--- src/rtl/chip_pkg.sv ---
// Shared widths, BIST polynomial tap masks, controller state type and step helpers
// for the BIST-wrapped test chip.
package chip_pkg;

   localparam int PI_W = 35;
   localparam int PO_W = 49;

   // Feedback taps: LFSR x^35+x^33+1 (bits 34,32), MISR x^49+x^40+1 (bits 48,39)
   localparam logic [PI_W-1:0] LFSR_TAPS = 35'h5_0000_0000;
   localparam logic [PO_W-1:0] MISR_TAPS = 49'h1_0080_0000_0000;

   typedef enum logic [1:0] {
      IDLE,
      RUN,
      DONE
   } bist_state_t;

   function automatic logic [PI_W-1:0] lfsr_step(input logic [PI_W-1:0] s);
      return {s[PI_W-2:0], ^(s & LFSR_TAPS)};
   endfunction

   function automatic logic [PO_W-1:0] misr_step(input logic [PO_W-1:0] m,
                                                  input logic [PO_W-1:0] d);
      return {m[PO_W-2:0], ^(m & MISR_TAPS)} ^ d;
   endfunction

endpackage

--- src/rtl/chip_bist_ctrl.sv ---
// BIST controller: IDLE/RUN/DONE sequencing, pattern counter, pattern LFSR and
// response MISR with a registered done/pass verdict.
module chip_bist_ctrl
   import chip_pkg::*;
#(
   parameter int              NUM_PATTERNS = 2000,
   parameter logic [PI_W-1:0] LFSR_SEED    = 35'h1,
   parameter logic [PO_W-1:0] GOLDEN_SIG   = 49'h0
) (
   input  logic            clk,
   input  logic            rst,
   input  logic            bistmode,
   input  logic [PO_W-1:0] cut_out,
   output logic            run,
   output logic [PI_W-1:0] pattern,
   output logic            bistdone,
   output logic            bistpass
);

   localparam int              CNT_W    = $clog2(NUM_PATTERNS + 1);
   localparam logic [CNT_W-1:0] LAST_CNT = CNT_W'(NUM_PATTERNS - 1);

   bist_state_t     state_reg;
   logic [CNT_W-1:0] cnt_reg;
   logic [PI_W-1:0] lfsr_reg;
   logic [PO_W-1:0] misr_reg;
   logic [PO_W-1:0] misr_next;
   logic            done_reg;
   logic            pass_reg;

   assign misr_next = misr_step(misr_reg, cut_out);

   always_ff @(posedge clk or negedge rst) begin
      if (!rst) begin
         state_reg <= IDLE;
         cnt_reg   <= '0;
         lfsr_reg  <= LFSR_SEED;
         misr_reg  <= '0;
         done_reg  <= 1'b0;
         pass_reg  <= 1'b0;
      end else begin
         case (state_reg)
            IDLE: begin
               if (bistmode) begin
                  state_reg <= RUN;
                  cnt_reg   <= '0;
               end
            end
            RUN: begin
               // An abort leaves LFSR and MISR where they are; only reset reseeds them
               if (!bistmode) begin
                  state_reg <= IDLE;
               end else begin
                  lfsr_reg <= lfsr_step(lfsr_reg);
                  misr_reg <= misr_next;
                  cnt_reg  <= cnt_reg + CNT_W'(1);
                  if (cnt_reg == LAST_CNT) begin
                     state_reg <= DONE;
                     done_reg  <= 1'b1;
                     pass_reg  <= (misr_next == GOLDEN_SIG);
                  end
               end
            end
            DONE: begin
               if (!bistmode) begin
                  state_reg <= IDLE;
                  done_reg  <= 1'b0;
                  pass_reg  <= 1'b0;
               end
            end
            default: begin
               state_reg <= IDLE;
            end
         endcase
      end
   end

   assign run      = (state_reg == RUN);
   assign pattern  = lfsr_reg;
   assign bistdone = done_reg;
   assign bistpass = pass_reg;

endmodule

--- src/rtl/chip_cut.sv ---
// Sequential circuit under test: 35 inputs, 49 outputs, 49 state flops.
// Internal nets n482gat and II282 are kept as named signals so they can be forced.
module chip_cut
   import chip_pkg::*;
(
   input  logic            clk,
   input  logic            rst,
   input  logic [PI_W-1:0] cut_in,
   output logic [PO_W-1:0] cut_out
);

   logic [PO_W-1:0] q_reg;
   logic [PO_W-1:0] q_next;
   logic            n482gat;
   logic            II282;

   assign n482gat = ^(cut_in & q_reg[PI_W-1:0]);
   assign II282   = cut_in[0] | q_reg[PO_W-1];
   assign q_next  = {q_reg[PO_W-2:0], n482gat ^ II282} ^ {cut_in, {(PO_W-PI_W){1'b0}}};

   always_ff @(posedge clk or negedge rst) begin
      if (!rst) begin
         q_reg <= '0;
      end else begin
         q_reg <= q_next;
      end
   end

   assign cut_out = q_reg ^ {{(PO_W-PI_W){1'b0}}, cut_in};

endmodule

--- src/rtl/chip.sv ---
// Test chip top: CUT instance `circuit`, LFSR/pi input mux and the BIST controller.
// The selected 35-bit source maps bit 34 onto CUT input 0.
module chip
   import chip_pkg::*;
#(
   parameter int              NUM_PATTERNS = 2000,
   parameter logic [PI_W-1:0] LFSR_SEED    = 35'h1,
   parameter logic [PO_W-1:0] GOLDEN_SIG   = 49'h0
) (
   input  logic            clk,
   input  logic            rst,
   input  logic [PI_W-1:0] pi,
   output logic [PO_W-1:0] po,
   input  logic            bistmode,
   output logic            bistdone,
   output logic            bistpass
);

   logic            run;
   logic [PI_W-1:0] pattern;
   logic [PI_W-1:0] cut_in;
   logic [PO_W-1:0] cut_out;

   generate
      for (genvar gi = 0; gi < PI_W; gi++) begin : g_in_map
         assign cut_in[gi] = run ? pattern[PI_W-1-gi] : pi[PI_W-1-gi];
      end
   endgenerate

   chip_cut circuit (
      .clk     (clk),
      .rst     (rst),
      .cut_in  (cut_in),
      .cut_out (cut_out)
   );

   assign po = cut_out;

   chip_bist_ctrl #(
      .NUM_PATTERNS (NUM_PATTERNS),
      .LFSR_SEED    (LFSR_SEED),
      .GOLDEN_SIG   (GOLDEN_SIG)
   ) bist_ctrl (
      .clk      (clk),
      .rst      (rst),
      .bistmode (bistmode),
      .cut_out  (cut_out),
      .run      (run),
      .pattern  (pattern),
      .bistdone (bistdone),
      .bistpass (bistpass)
   );

endmodule

--- config.mk ---
export PLATFORM = sky130hd
export DESIGN_NAME = chip
export DESIGN_NICKNAME = d
export VERILOG_FILES = /design/src/rtl/chip_pkg.sv /design/src/rtl/chip_bist_ctrl.sv /design/src/rtl/chip_cut.sv /design/src/rtl/chip.sv
export SDC_FILE = /design/constraint.sdc
export NUM_CORES = 1
export LEC_CHECK = 0
export ABC_AREA = 1
export CORE_ASPECT_RATIO = 0.9
export CORE_MARGIN = 1.5
export CORE_UTILIZATION = 40
export DETAILED_ROUTE_END_ITERATION = 8
export SYNTH_ARGS = -nofsm -noshare
export SYNTH_HDL_FRONTEND = slang
export SYNTH_SLANG_ARGS = --single-unit
export TNS_END_PERCENT = 1
--- constraint.sdc ---
create_clock -name clk -period 2.2 [get_ports clk]
set_input_delay 0.44 -clock clk [delete_from_list [all_inputs] [get_ports clk]]
set_output_delay 0.44 -clock clk [all_outputs]
set_load 0.05 [all_outputs]
# Word level (Yosys, flattened, before mapping)
# Index checks and enable logic that the tools add are counted.
# word_totals
mem_bits_rw	0
out_inout_bits	51
n_memories	0
latch_bits	0
word_cells	83
register_bits	148
romBits	0
input_bits	38
# op_classes
n_mul	0
shift	0
order_cmp	0
n_eq_ne	8
reduce_logical	11
muxes	50
n_bitwise	6
addsub	1
div_mod_pow	0
# ops
operator	count
$xor A49 B49 Y49	2
$reduce_xor A35 Y1	2
$logic_not A49 Y1	1
$reduce_xor A49 Y1	1
$xor A49 B35 Y49	1
$mux W1	40
$and A35 B35 Y35	1
$mux W11	2
$pmux W11 S2	1
$add A11 B1 Y11 const B	1
$eq A11 B11 Y1 const B	1
$mux W2	4
$ne A2 B2 Y1 const B	3
$pmux W2 S3	1
$reduce_and A3 Y1	2
$pmux W1 S2	2
$reduce_and A4 Y1	1
$reduce_bool A2 Y1	2
$ne A3 B2 Y1 const B	1
$eq A2 B1 Y1 const B	1
$eq A2 B2 Y1 const B	1
$logic_not A2 Y1	1
$ne A2 B1 Y1 const B	1
$reduce_and A2 Y1	1
2 further kinds	2

# Depth between registers and ports, before layout
# depth
depth_word	8
depth_mapped	20
depth_no_buf	19

# Hierarchy
# Synthesis repeated with hierarchy kept, for this count alone.
# unflattened
hier_cells	1070
hier_area_um2	8196.6
# by_module_without_submodules
mod	seq_area_each_um2	cells_each	instances	area_each_um2
chip_bist_ctrl	2478.6	652	1	4789.6
chip_cut	1226.2	305	1	2900.3
chip	0.0	113	1	506.7

# Worst setup path before layout
# OpenSTA, ideal clock, no wires.
# synth_path
path_kind	register to register
start	register bist_ctrl.state_reg[0]
end	register bist_ctrl.pass_reg (netlist: bist_ctrl.bistpass)
n_path_buf	1
required_ns	2.133
setup_ns	0.067
arrival_time_ns	2.157
setup_slack_ns	-0.024
period_less_slack_ns	2.224
path_stages_with_launch	12
cell_sequence	dfrtp_1 -> nand2_4 -> buf_2 -> o21ai_2 -> ha_1 -> xnor2_1 -> nand4_1 -> nor2_1 -> nand2_1 -> nor3_1 -> nand2_1 -> nand2_1
# synth_via
elab_chain_cells	8
elab_cells_between_ends	48
classes_between	eq/ne (5); mux (38); bitwise (2); reduce/logical (3)
# synth_rtl
element	line	source
start: declaration	chip_bist_ctrl.sv:23	bist_state_t state_reg;
start signal: assignment	chip_bist_ctrl.sv:35	state_reg <= IDLE;
start signal: assignment	chip_bist_ctrl.sv:45	state_reg <= RUN;
start signal: assignment	chip_bist_ctrl.sv:52	state_reg <= IDLE;
$eq A2 B1 Y1	chip_bist_ctrl.sv:78	assign run = (state_reg == RUN);
$mux W1	chip.sv:26	assign cut_in[gi] = run ? pattern[PI_W-1-gi] : pi[PI_W-1-gi];
$xor A49 B35 Y49	chip_cut.sv:29	assign cut_out = q_reg ^ {{(PO_W-PI_W){1'b0}}, cut_in};
named net po[24]	chip.sv:13	output logic [PO_W-1:0] po,
$xor A49 B49 Y49	chip_pkg.sv:24	return {m[PO_W-2:0], ^(m & MISR_TAPS)} ^ d;
$logic_not A49 Y1	chip_bist_ctrl.sv:60	pass_reg <= (misr_next == GOLDEN_SIG);
$mux W1	chip_bist_ctrl.sv:57	if (cnt_reg == LAST_CNT) begin
$mux W1	chip_bist_ctrl.sv:51	if (!bistmode) begin
$pmux W1 S2	chip_bist_ctrl.sv:42	case (state_reg)
end signal: assignment	chip_bist_ctrl.sv:60	
end: declaration	chip_bist_ctrl.sv:29	logic pass_reg;
# The timed path passes the listed nets, and every way through them passes these cells. The select of a mux whose other input is x is not followed.
# A chain may end at the register's enable or synchronous reset.

# Worst setup path after layout
# layout_path
start	register bist_ctrl.state_reg[0]
end	output po[17]
# layout_via
elab_chain_cells	3
# layout_rtl
element	line
$eq A2 B1 Y1	chip_bist_ctrl.sv:78
$mux W1	chip.sv:26
$xor A49 B35 Y49	chip_cut.sv:29
end: declaration	chip.sv:13
# Every way passes these cells.

==> metrics <==
Num CTS Buffers=17; initial antenna violation count=0; die area=~0.02 mm2; PwrDens=1670 mW/mm2; first-pass GRT wire length=between 30 and 40 mm; Vias/cell=around 4.8; slew margin rel.=66.4%; worst hold path class=reg2reg; RSZ-0062 raised after global routing=true; worst endpoint data arrival time=between 2 and 2.5 ns; largest family of logic cells by synthesized area=simple AND/OR/NAND/NOR gates; Worst-path clk slew=approximately 0.06 ns; failing checks=negative setup slack; Die X=about 150 um; Tmin final=~2.5 ns; Core ar.=roughly 0.018 mm2; CP Capture Point=po[17]; Post-Syn Area per Cell=9.07 um2; Area Growth Syn to Fin=48.5%; Synth area leader=dfrtp_1; Mapped Cells=823; total of warnings raised by yosys=0; Routed Antenna Nets=0; die height=roughly 130 um; DRT iter0 DRCs=332; RR Endpoint=bist_ctrl.bistpass; # port buffers=88; Static Leak=between 5 and 6 nW; Final Cycle Share=114%; Worst Path Max Fanout=6; pin count of the biggest net entering global routing=66; simple logic cell fraction of the synthesized area=between 10% and 20%; Synth Cell Area=around 0.0075 mm2; status=finished, violations left; routed via count=about 6000; worst reg-to-reg setup slack=-0.10 ns; syn_nets=around 900; Final HPWL DP=14.9 mm; final slew viol count=0; FILL cells=about 1500; Worst Tran Pin Value=about 0.5 ns; I/O pin cnt=89; Reg2Reg Depth=13; final non-filler cell total=around 1300; DRC Markers=0; worst skew pair latency=roughly 0.42 ns; Peak VDD IR=between 1 and 1.5 mV; Antenna diodes=0; Fmax achieved=398 MHz; nets=between 1000 and 1500; Worst setup startpoint=bist_ctrl.state_reg[0]; Synth top cells by count=nand2_1 (278), dfrtp_1 (147), o21ai_1 (60); placed cells=~1200; Startpoint Class=register; final setup margin=-0.316 ns; most common cell in the netlist=nand2_1; layout cell share with drive strength beyond 1=around 28%; row count=47; clk sink count=148; Final setup viols=37; Overflow after GRT=0; CTS H-tree lvls=4; Synth Area in Compound Gates=7.66%; xor/xnor share of the synthesized area=~12%; Initial Util=between 40% and 50%; drt pass-1 iters=5; Post-synth top flop=dfrtp_1; flops & latches, synth=between 100 and 150; max_cap viols=0; post-synthesis sequential area ratio=between 40 and 50%; Worst R2R Start=bist_ctrl.state_reg[0]; synth top area cells=dfrtp_1 (49%), nand2_1 (14%), xor2_1 (6.7%); root buf cell=clkbuf_16; number of global-route vias before repair=roughly 6000; CP required=~1.8 ns; CP Class=reg2out; Overall Power=~19 mW; fraction of registers with async set/reset=100%; All-Layer GR Usage=around 22%; endpoints failing hold=0; Layout Skew=between 0.007 and 0.008 ns; total wire length=between 20 and 25 mm; Yosys cell types=32; EDFF count, synth=0; WL/cell=about 16 um; Worst setup EP type=primary output; routability cong.=around 0.85; TritonCTS clock tree=done; CTS max path bufs=2; Synth Area in Adders=under 10%; area share of the largest cell type after synthesis=slightly below 50%; multiplexer share of the synthesized area=less than 1%
-- cells by family after synthesis --
group                      after synthesis
adders and majority gates               36
and+or+nand+nor                        344
AOI/OAI and AO/OA                       99
DFF                                    148
buffers and inverters                   89
xor gates and xnor gates               106
muxes                                    1
-- layer usage --
metal  up-vias  wire length (um)  global-route usage [%]
met3        16               805                    3.79
met5         -                 0                       0
li1       3023                 -                       -
met1      2932              9540                    31.1
met4         0               306                    6.17
met2       133             10100                    35.2
-- how the worst min path moves through the flow --
| stage | start | endpoint | slack (ns) | depth (start not counted) |
|---|---|---|---|---|
| finish | circuit.q_reg[8] | circuit.q_reg[9] | 0.39 | 0 |
| CTS | circuit.q_reg[7] | circuit.q_reg[8] | 0.39 | 0 |
| floorplan | rst | bist_ctrl.bistdone | 0.14 | 0 |
| global route | circuit.q_reg[2] | circuit.q_reg[3] | 0.40 | 0 |
| detailed placement | circuit.q_reg[10] | circuit.q_reg[11] | 0.37 | 0 |
| global placement | circuit.q_reg[6] | circuit.q_reg[7] | 0.36 | 0 |
-- cell type report --
class / instances / area (um2) / area share, %
clock buffers: 18 / 429 / 3.87
clock inverters: 14 / 226 / 2.04
inverters: 51 / 196 / 1.77
multi-input cells: 586 / 3960 / 35.7
flip-flops and latches: 148 / 3700 / 33.4
well taps: 245 / 307 / 2.76
repair buffers: 210 / 2270 / 20.4
-- through the flow --
stage / setup TNS (ns) / hold slack [ns] / instance area, um2 / setup slack, ns / utilization (%)
2_1_floorplan: 0 / 0.144 / 7490 / 0.000464 / -
3_3_place_gp: -0.512 / 0.365 / 9770 / -0.384 / 53.2
3_5_place_dp: -0.562 / 0.369 / 9770 / -0.385 / 53.2
4_1_cts: -6.89 / 0.390 / 10800 / -0.284 / 58.6
5_1_grt: -10.44 / 0.396 / 11100 / -0.363 / 60.4
6_report: -7.67 / 0.392 / 11100 / -0.316 / 60.4
-- timing repair --
action | in CTS | in global routing
pin swaps | 4 | 9
cloned | 0 | 1
hold buffers | 1 | 0
setup buffers | 0 | 5
setup endpoints to repair | 38 | 37
hold endpoints to repair | 43 | 0
resized for setup | 46 | 48
-- worst max-delay path: stages (launching register included) --
cell	delay (ns)
dfrtp_1	0.41
nand2_4	0.12
clkinvlp_4	0.19
clkbuf_16	0.23
nand2_2	0.08
nand2_2	0.08
ha_4	0.28
buf_4	0.13
buf_12	0.13
-- cells in the final DEF, fill, tap and decap left out, types with 4 or more instances in the layout --
cell,count
dfrtp_1,147
nand2_4,12
nand4_1,9
o22ai_1,19
o21ai_2,12
buf_4,110
nand2_2,23
o21ai_1,55
ha_1,4
clkinv_4,4
nor3_1,9
buf_6,4
ha_4,32
nor2_1,22
nand2_1,246
inv_1,46
xor2_1,57
clkdlybuf4s50_1,51
a21oi_1,4
xnor2_1,47
clkbuf_16,18
bufinv_16,5
nand3_1,14
o21ai_4,5
buf_12,42
-- power breakdown --
part	switching (mW)	internal, mW
Combinational	5.34	5.13
Clock	1.20	2.03
Sequential	1.06	3.78
No activity file was read; power rests on OpenSTA's default activity.
